## src/rtl/arith_seq_pkg.sv

```systemverilog
// Shared types and constants for the 16-bit sequential arithmetic unit.
// Contents: datapath width, opcode and state encodings, adder request
// payload, and the signed-overflow helper used on every adder pass.
package arith_seq_pkg;

  localparam int unsigned WIDTH = 16;

  typedef enum logic [1:0] {
    OP_ADD  = 2'b00,
    OP_SUB  = 2'b01,
    OP_BM2A = 2'b10,
    OP_ACC  = 2'b11
  } op_e;

  typedef enum logic [1:0] {
    S_IDLE = 2'b00,
    S_P1   = 2'b01,
    S_P2   = 2'b10,
    S_WB   = 2'b11
  } state_e;

  // One adder pass: cin=1 means subtract (b is inverted inside the adder).
  typedef struct packed {
    logic [WIDTH-1:0] a;
    logic [WIDTH-1:0] b;
    logic             cin;
  } add_req_t;

  // Signed overflow from operand signs as seen by the adder (b already inverted).
  function automatic logic sgn_ovf(input logic sa, input logic sb, input logic sr);
    return (sa == sb) && (sr != sa);
  endfunction

endpackage

```

## src/rtl/adder_subtractor_16bit.sv

```systemverilog
// 16-bit adder/subtractor: sum_c = a + (cin ? ~b : b) + cin.
// Ports:
//   a, b    in   operands
//   cin     in   selects subtract; also the carry-in
//   sum_c   out  combinational sum (mod 2^16)
//   cout_c  out  combinational carry-out (subtract: 1 = no borrow)
module adder_subtractor_16bit
  import arith_seq_pkg::*;
(
  input  logic [WIDTH-1:0] a,
  input  logic [WIDTH-1:0] b,
  input  logic             cin,
  output logic [WIDTH-1:0] sum_c,
  output logic             cout_c
);

  logic [WIDTH-1:0] b_eff;
  logic [WIDTH:0]   full;

  always_comb begin
    b_eff  = cin ? ~b : b;
    full   = {1'b0, a} + {1'b0, b_eff} + (WIDTH + 1)'(cin);
    sum_c  = full[WIDTH-1:0];
    cout_c = full[WIDTH];
  end

endmodule

```

## src/rtl/seq_arith_unit_16bit.sv

```systemverilog
// Multi-cycle arithmetic sequencer around one time-shared adder_subtractor_16bit.
// Ops: ADD A+B, SUB A-B, BM2A B-2A (two passes), ACC ACC+A.
// Ports:
//   CLK, RST      clock, async active-high reset
//   Start         request, sampled only in IDLE
//   Op, A, B      operation and operands, latched on the accepted Start edge
//   Clr           clear ACC (and sticky Ovf), honoured only in IDLE
//   Out/Cout/Ovf  registered result, final-pass carry, signed overflow
//   Busy          high while an operation is in flight
//   Done          one-cycle pulse when Out/Cout/Ovf update
module seq_arith_unit_16bit #(
  parameter int unsigned WIDTH      = 16,
  parameter bit          OVF_STICKY = 1'b0
) (
  input  logic             CLK,
  input  logic             RST,
  input  logic             Start,
  input  logic [1:0]       Op,
  input  logic [WIDTH-1:0] A,
  input  logic [WIDTH-1:0] B,
  input  logic             Clr,
  output logic [WIDTH-1:0] Out,
  output logic             Cout,
  output logic             Ovf,
  output logic             Busy,
  output logic             Done
);
  import arith_seq_pkg::*;

  localparam int unsigned MSB = WIDTH - 1;

  state_e           state_q, state_d;
  op_e              op_q, op_d;
  logic [WIDTH-1:0] opa_q, opa_d;
  logic [WIDTH-1:0] opb_q, opb_d;
  logic [WIDTH-1:0] acc_q, acc_d;
  logic [WIDTH-1:0] tmp_q, tmp_d;
  logic             tmp_cout_q, tmp_cout_d;
  logic             tmp_ovf_q, tmp_ovf_d;
  logic [WIDTH-1:0] out_q, out_d;
  logic             cout_q, cout_d;
  logic             ovf_q, ovf_d;
  logic             busy_q, busy_d;
  logic             done_q, done_d;

  add_req_t         req_c;
  logic [WIDTH-1:0] add_sum_c;
  logic             add_cout_c;
  logic             pass_ovf_c;

  // Operand mux: picks adder inputs for the current pass.
  always_comb begin
    req_c.a   = opa_q;
    req_c.b   = opb_q;
    req_c.cin = 1'b0;
    case (state_q)
      S_P1: begin
        case (op_q)
          OP_ADD: begin
            req_c.cin = 1'b0;
          end
          OP_SUB: begin
            req_c.cin = 1'b1;
          end
          OP_BM2A: begin
            // First pass of B-2A is T = B - A.
            req_c.a   = opb_q;
            req_c.b   = opa_q;
            req_c.cin = 1'b1;
          end
          OP_ACC: begin
            req_c.a = acc_q;
            req_c.b = opa_q;
          end
        endcase
      end
      S_P2: begin
        // Second pass of B-2A is T - A.
        req_c.a   = tmp_q;
        req_c.b   = opa_q;
        req_c.cin = 1'b1;
      end
      default: begin
        req_c.cin = 1'b0;
      end
    endcase
  end

  adder_subtractor_16bit u_adder (
    .a      (req_c.a),
    .b      (req_c.b),
    .cin    (req_c.cin),
    .sum_c  (add_sum_c),
    .cout_c (add_cout_c)
  );

  // b's sign after the adder's internal inversion is b[MSB] ^ cin.
  always_comb begin
    pass_ovf_c = sgn_ovf(req_c.a[MSB], req_c.b[MSB] ^ req_c.cin, add_sum_c[MSB]);
  end

  // Next-state and next-output logic.
  always_comb begin
    state_d    = state_q;
    op_d       = op_q;
    opa_d      = opa_q;
    opb_d      = opb_q;
    acc_d      = acc_q;
    tmp_d      = tmp_q;
    tmp_cout_d = tmp_cout_q;
    tmp_ovf_d  = tmp_ovf_q;
    out_d      = out_q;
    cout_d     = cout_q;
    ovf_d      = ovf_q;
    busy_d     = busy_q;
    done_d     = 1'b0;

    case (state_q)
      S_IDLE: begin
        // ACC is read only in P1, so a Clr on the Start edge is seen by ACC.
        if (Clr) begin
          acc_d = '0;
          if (OVF_STICKY) begin
            ovf_d = 1'b0;
          end
        end
        if (Start) begin
          opa_d   = A;
          opb_d   = B;
          op_d    = op_e'(Op);
          busy_d  = 1'b1;
          state_d = S_P1;
        end
      end
      S_P1: begin
        tmp_d      = add_sum_c;
        tmp_cout_d = add_cout_c;
        tmp_ovf_d  = pass_ovf_c;
        state_d    = (op_q == OP_BM2A) ? S_P2 : S_WB;
      end
      S_P2: begin
        tmp_d      = add_sum_c;
        tmp_cout_d = add_cout_c;
        tmp_ovf_d  = tmp_ovf_q | pass_ovf_c;
        state_d    = S_WB;
      end
      S_WB: begin
        out_d  = tmp_q;
        cout_d = tmp_cout_q;
        ovf_d  = OVF_STICKY ? (ovf_q | tmp_ovf_q) : tmp_ovf_q;
        if (op_q == OP_ACC) begin
          acc_d = tmp_q;
        end
        done_d  = 1'b1;
        busy_d  = 1'b0;
        state_d = S_IDLE;
      end
      default: begin
        state_d = S_IDLE;
      end
    endcase
  end

  // State and output registers; reset aborts any operation in flight.
  always_ff @(posedge CLK or posedge RST) begin
    if (RST) begin
      state_q    <= S_IDLE;
      op_q       <= OP_ADD;
      opa_q      <= '0;
      opb_q      <= '0;
      acc_q      <= '0;
      tmp_q      <= '0;
      tmp_cout_q <= 1'b0;
      tmp_ovf_q  <= 1'b0;
      out_q      <= '0;
      cout_q     <= 1'b0;
      ovf_q      <= 1'b0;
      busy_q     <= 1'b0;
      done_q     <= 1'b0;
    end else begin
      state_q    <= state_d;
      op_q       <= op_d;
      opa_q      <= opa_d;
      opb_q      <= opb_d;
      acc_q      <= acc_d;
      tmp_q      <= tmp_d;
      tmp_cout_q <= tmp_cout_d;
      tmp_ovf_q  <= tmp_ovf_d;
      out_q      <= out_d;
      cout_q     <= cout_d;
      ovf_q      <= ovf_d;
      busy_q     <= busy_d;
      done_q     <= done_d;
    end
  end

  assign Out  = out_q;
  assign Cout = cout_q;
  assign Ovf  = ovf_q;
  assign Busy = busy_q;
  assign Done = done_q;

endmodule
```

## config.mk

```make
export PLATFORM = sky130hd
export DESIGN_NAME = seq_arith_unit_16bit
export DESIGN_NICKNAME = d
export VERILOG_FILES = /design/src/rtl/arith_seq_pkg.sv /design/src/rtl/adder_subtractor_16bit.sv /design/src/rtl/seq_arith_unit_16bit.sv
export SDC_FILE = /design/constraint.sdc
export NUM_CORES = 1
export LEC_CHECK = 0
export CELL_PAD_IN_SITES_DETAIL_PLACEMENT = 0
export CELL_PAD_IN_SITES_GLOBAL_PLACEMENT = 1
export CORE_ASPECT_RATIO = 1.25
export CORE_MARGIN = 5
export CORE_UTILIZATION = 45
export CTS_CLUSTER_SIZE = 20
export DETAILED_ROUTE_END_ITERATION = 10
export GPL_ROUTABILITY_DRIVEN = 0
export PLACE_DENSITY_LB_ADDON = 0.2
export SLEW_MARGIN = 20
export SYNTH_ARGS = -nofsm -noshare
export SYNTH_HDL_FRONTEND = slang
export SYNTH_HIERARCHICAL = 1
export SYNTH_SLANG_ARGS = --single-unit
```

## constraint.sdc

```tcl
create_clock -name CLK -period 7.1 [get_ports CLK]
set_clock_uncertainty 0.15 [all_clocks]
set_input_delay 1.42 -clock CLK [delete_from_list [all_inputs] [get_ports CLK]]
set_output_delay 1.42 -clock CLK [all_outputs]
set_load 0.02 [all_outputs]
```

==> results of run 1 <==
per-stage QoR:
stage / setup WS [ps] / hold WS, ps
4_1_cts: 2190 / 345
3_3_place_gp: 2390 / 317
3_5_place_dp: 2230 / 331
2_1_floorplan: 3190 / 300
5_1_grt: 1780 / 378
6_report: 2150 / 343
final cells by class:
cell class | count | area [um2]
Fill cell | 1014 | 5050
Multi-Input combinational cell | 353 | 2590
Sequential cell | 90 | 2250
Timing Repair Buffer | 65 | 631
Clock buffer | 10 | 229
Tap cell | 135 | 169
Inverter | 27 | 103
Clock inverter | 5 | 56.3
registers in the layout, summed over array words and instances (netlist names):
signal      flops
opb_q          16
state_q         2
tmp_q          16
tmp_cout_q      1
Busy            1
tmp_ovf_q       1
opa_q          16
Cout            1
Done            1
acc_q          16
op_q            2
Ovf             1
Out            16
synth_stat cells (all sizes together):
master	n	area share [%]
nor3	1	0.099
a21boi	2	0.30
xor2	20	3.5
or3	2	0.35
buf	11	1.2
a211oi	1	0.25
o21a	5	0.89
and2b	1	0.15
a31oi	5	0.62
inv	27	2.0
and3	5	0.62
o211ai	1	0.15
fa	1	0.39
o2111ai	1	0.17
o21bai	1	0.15
nor2b	4	0.64
o311ai	1	0.17
ha	23	5.7
mux2i	3	0.59
nand2b	2	0.25
o31ai	3	0.54
nand3	1	0.099
or2	1	0.12
nand4	3	0.37
a31o	1	0.17
dfrtp	90	44
a221oi	2	0.47
o21ai	62	6.1
mux2	52	12
a21oi	14	1.5
nor2	15	1.1
a21o	4	0.59
a22o	30	5.2
nand2	61	4.5
a22oi	15	2.2
clkbuf	18	1.3
nor3b	1	0.15
nand3b	1	0.15
xnor2	8	1.4
worst max path at each step:
stage	startpoint	endpoint	slack, ps	cells past startpoint
finish	state_q[1]	tmp_cout_q	2150	15
global route	state_q[1]	tmp_ovf_q	1780	17
CTS	state_q[1]	tmp_q[14]	2190	16
detailed placement	state_q[1]	tmp_cout_q	2230	15
global placement	state_q[1]	tmp_q[14]	2390	16
floorplan	RST	Busy	3190	1
worst max-delay path, cell delays in order (launching register included):
cell	delay (ps)
dfrtp_1	430
inv_1	110
ha_1	710
a21oi_1	200
nor2_1	620
buf_4	280
a22o_1	190
mux2i_1	300
fa_1	270
and2b_1	200
o2111ai_1	210
a21boi_1	180
a221oi_2	390
o21ai_1	150
a21o_1	180
mux2_2	250
cell families after synthesis:
kind of cell    count (synthesis)  share of synthesized area (%)
compound gates                148                           19.4
mux                            55                           12.1
simple gates                   98                           8.61
flops                          90                           44.4
buf+inv                        56                           4.54
xor+xnor                       28                           4.83
fa+ha+maj                      24                           6.07
routing by layer:
metal | track usage, % | vias to the layer above | wire length [um]
met1 | 24.1 | 1873 | 5440
met3 | 3.91 | 15 | 585
met4 | 6.77 | 0 | 263
met5 | 0 | - | 0
li1 | - | 1860 | -
met2 | 33.1 | 104 | 6370
==> metrics, run 1 <==
htree depth=3; Ys Warns=6; IO Port Bufs=57; nets=slightly above 600; Max Cap Viol=0; worst skew pair latency=around 340 ps; clk root buf=clkbuf_16; worst path required time=7170 ps; area of the die=about 14000 um2; Rel. slew slack=39.7%; # hold bufs at CTS=0; Die W=around 100 um; most frequent cells in the layout=dfrtp_1 (90), nand2_1 (61), clkdlybuf4s50_1 (57); most common cell after layout, fill and taps aside=dfrtp_1; post-synth net total=561; Initial Util=between 40 and 50%; DRT antenna net count=0; R2R depth=15; FP Rows=43; largest net degree at the start of global routing=just under 50; crit path DAT=5020 ps; Worst R2R Start=state_q[1]; post-CTS setup buffers=0; first-pass GRT wire length=a little over 20000 um; Post-Route WL=12700 um; total negative slack=0 ps; Worst R2R End=tmp_cout_q; via count=just under 4000; final instance area=6030 um2; Die Y=between 100 and 150 um; HPWL Detailed=around 8900 um; r2r setup slk=approximately 2100 ps; critical path class=reg -> reg; I/O pins=between 50 and 60; fraction of the cycle the final worst path needs=69.7%; Clock Pin Slew Worst Setup and Hold Paths=70 ps; register area share after synthesis=44.4%; Initial DRT Pass Iterations=4; placed cell count=between 600 and 700; # diodes=0; FF+latch count, synth=90; status=finished, final reports clean; initial DRC count=169; HP Class=reg -> reg; initial antenna violation count=0; Worst-Margin Slew=around 900 ps; GR Util All Layers=19.3%; TritonCTS Buffers=9; GRT overflow=0; area grow syn2layout=18.9%; CTS Buffer Depth=2; WL/cell=18.5 um; Hold Crit Depth=2; WHS Endpoint=acc_q[5]; hold path startpoint=acc_q[5]; Fin. Hold Viols=0; share of cells above drive strength 1=15.6%; Synth cell types=51; CTS sink cnt=90; vias in the first global route=roughly 4000; Worst Path Max Fanout=19; DRC=0; CP Capture Type=register; Syn Area/Cell=10.2 um2; RSZ-0062 raised after global routing=false; Synth Instances=499; Vias/cell=5.62; final core occ=54.4%; f_max=0.202 GHz; CTS tree=built; placed cell areas=roughly 5700 um2; CTS resizes=0; crit start category=register; endpoints failing setup=0; final max-slew violation count=0; Post-Syn Area=5070 um2; Finished Layout Cells=a little under 700; core area=approximately 11000 um2; final period demand of the worst path=4950 ps
Power of run 1 is left out: the tool's default activity adds up to more than one toggle a clock period on the data nets, which glitch-free logic cannot reach.
==> inputs of run 2 (changes only) <==
- CORE_UTILIZATION: 45 -> 44
- clock period: 7.1 -> 4.6 ns (I/O delays scaled with it)
==> metrics, run 2 (synthesis gave the netlist of run 1 again) <==
critical path class=reg -> reg; Worst-Margin Slew=715 ps (-189 ps); WP buf/inv=3 (+1); fraction of the cycle the final worst path needs=88.6% (+19 points); endpoints failing setup=0 (unchanged); Initial DRT Pass Iterations=4 (unchanged); share of cells above drive strength 1=16.6% (+0.94 points); CP Capture Type=register; GRT overflow=0 (unchanged); Worst Path Max Fanout=10 (-9); placed cell count=676 (+0.90%); Max Cap Viol=0 (unchanged); CTS resizes=0 (unchanged); htree depth=3 (unchanged); Vias/cell=5.58 (-0.72%); initial DRC count=151 (-11%); area grow syn2layout=19.8%; r2r setup slk=530 ps (-1620 ps); core area=11200 um2 (+0.97%); FP Rows=43 (unchanged); worst skew pair latency=340 ps (about the same); register area=2250 um2 (unchanged); area of the die=13800 um2 (+2.1%); f_max=0.245 GHz (+22%); Finished Layout Cells=690 (+0.73%); crit path DAT=4200 ps (-820 ps); Die Y=130 um (+1.0%); Critical-path top delay cell=o31ai_2; WL/cell=18.3 um (-1.1%); Die W=106 um (+1.0%); TritonCTS Buffers=9 (unchanged); most common cell after layout, fill and taps aside=dfrtp_1; Fin. Hold Viols=0 (unchanged); final period demand of the worst path=4070 ps (-876 ps); clk root buf=clkbuf_16; most frequent cells in the layout=dfrtp_1 (90), nand2_1 (61), clkdlybuf4s50_1 (57); post-CTS setup buffers=0 (unchanged); final max-slew violation count=0 (unchanged); RSZ-0062 raised after global routing=false; delay-heaviest family, CP=compound AO/OA/AOI/OAI gates; DRT antenna net count=0 (unchanged); IO Port Bufs=57 (unchanged); CTS sink cnt=90 (unchanged); CTS Buffer Depth=2 (unchanged); initial antenna violation count=0 (unchanged); HP Class=reg -> reg; Rel. slew slack=52.2% (+12 points); GR Util All Layers=19.5% (+0.25 points); area of the multi-input gates=2600 um2 (+0.29%); Clock Pin Slew Worst Setup and Hold Paths=60 ps (about the same); # hold bufs at CTS=0 (unchanged); nets=614 (+0.99%); status=finished, final reports clean; crit start category=register; total negative slack=0 ps (unchanged); largest net degree at the start of global routing=38 (-22%); worst path required time=4720 ps (-2450 ps); final-layout fill cell count=1007 (-0.69%); # diodes=0 (unchanged); first-pass GRT wire length=21000 um (+1.7%); via count=3852 (unchanged); Initial Util=45.3% (-0.44 points); DRC=0 (unchanged); vias in the first global route=4013 (-0.20%); worst path cell trace=inv_1 > ha_1 > inv_1 > o31ai_2 > buf_4 > nand2_1 > o21ai_0 > ha_1 > a21o_1 > or3_1 > a31oi_1 > nor2_1 > a31oi_1 > xnor2_1 > nand2_1 > a211oi_2 > nand3b_1; I/O pins=58 (unchanged); CTS tree=built; HPWL Detailed=9400 um (+5.9%); Crit path largest cell delay=460 ps (-250 ps); Post-Route WL=12600 um (-0.35%)
[run 2: cell count changes in the layout (fill, tap and decap cells not counted)]
cell,before,now
buf_4,8,14
o21ai_2,1,0
inv_6,0,1
o21ai_4,0,1
clkbuf_8,0,2
bufinv_16,1,0
clkinv_2,3,1
clkbuf_1,1,0
[run 2: cell type report]
| type | count | share of cell area [%] |
|---|---|---|
| multi-input cells | 353 | 42.8 |
| flip-flops and latches | 90 | 37.0 |
| repair buffers | 71 | 11.1 |
| clock buffers | 11 | 4.16 |
| well taps | 135 | 2.78 |
| inverters | 27 | 1.69 |
| clock inverters | 3 | 0.412 |
[run 2: path summary, 6_finish.rpt]
check | startpoint | endpoint | cells past startpoint
worst max-delay path | state_q[1] | tmp_ovf_q | 17
worst min-delay path | acc_q[10] | acc_q[10] | 2
worst max register to register | state_q[1] | tmp_ovf_q | 17
worst min register to register | acc_q[10] | acc_q[10] | 2
max in group asynchronous | RST | opb_q[15] | 3
min in group asynchronous | RST | Out[5] | 2
[run 2: tightest hold or removal path: cells and delay by family, from the launching register on]
| kind | cells | cell delay, ps |
|---|---|---|
| AO/OA/AOI/OAI | 1 | 60 |
| flip-flops | 1 | 340 |
| AND/OR/NAND/NOR | 1 | 50 |
[run 2: stage by stage]
step                      setup WS [ps]  hold WS, ps  cell area (um2)  utilization [%]
after global placement              652          317             5790             51.8
after CTS                           564          335             6070             54.3
final                               526          332             6080             54.3
after detailed placement            623          322             5790             51.8
after floorplan                     768          300             5070                -
after global routing                219          364             6080             54.3
[run 2: layer usage]
metal | track usage, % | up-vias | wire (um)
met2 | 34.2 | 102 | 6330
met5 | 0 | - | 0
met3 | 3.91 | 27 | 566
met1 | 23.7 | 1848 | 5290
met4 | 7.77 | 0 | 427
li1 | - | 1875 | -
Power of run 2 is left out for the same reason.
==> inputs of run 3 (changes only) <==
- CTS_CLUSTER_SIZE: 20 -> 40
==> results of run 3 <==
The final DEF is identical to that of run 2; final timing and power are the same.
Power of run 3 is left out for the same reason.
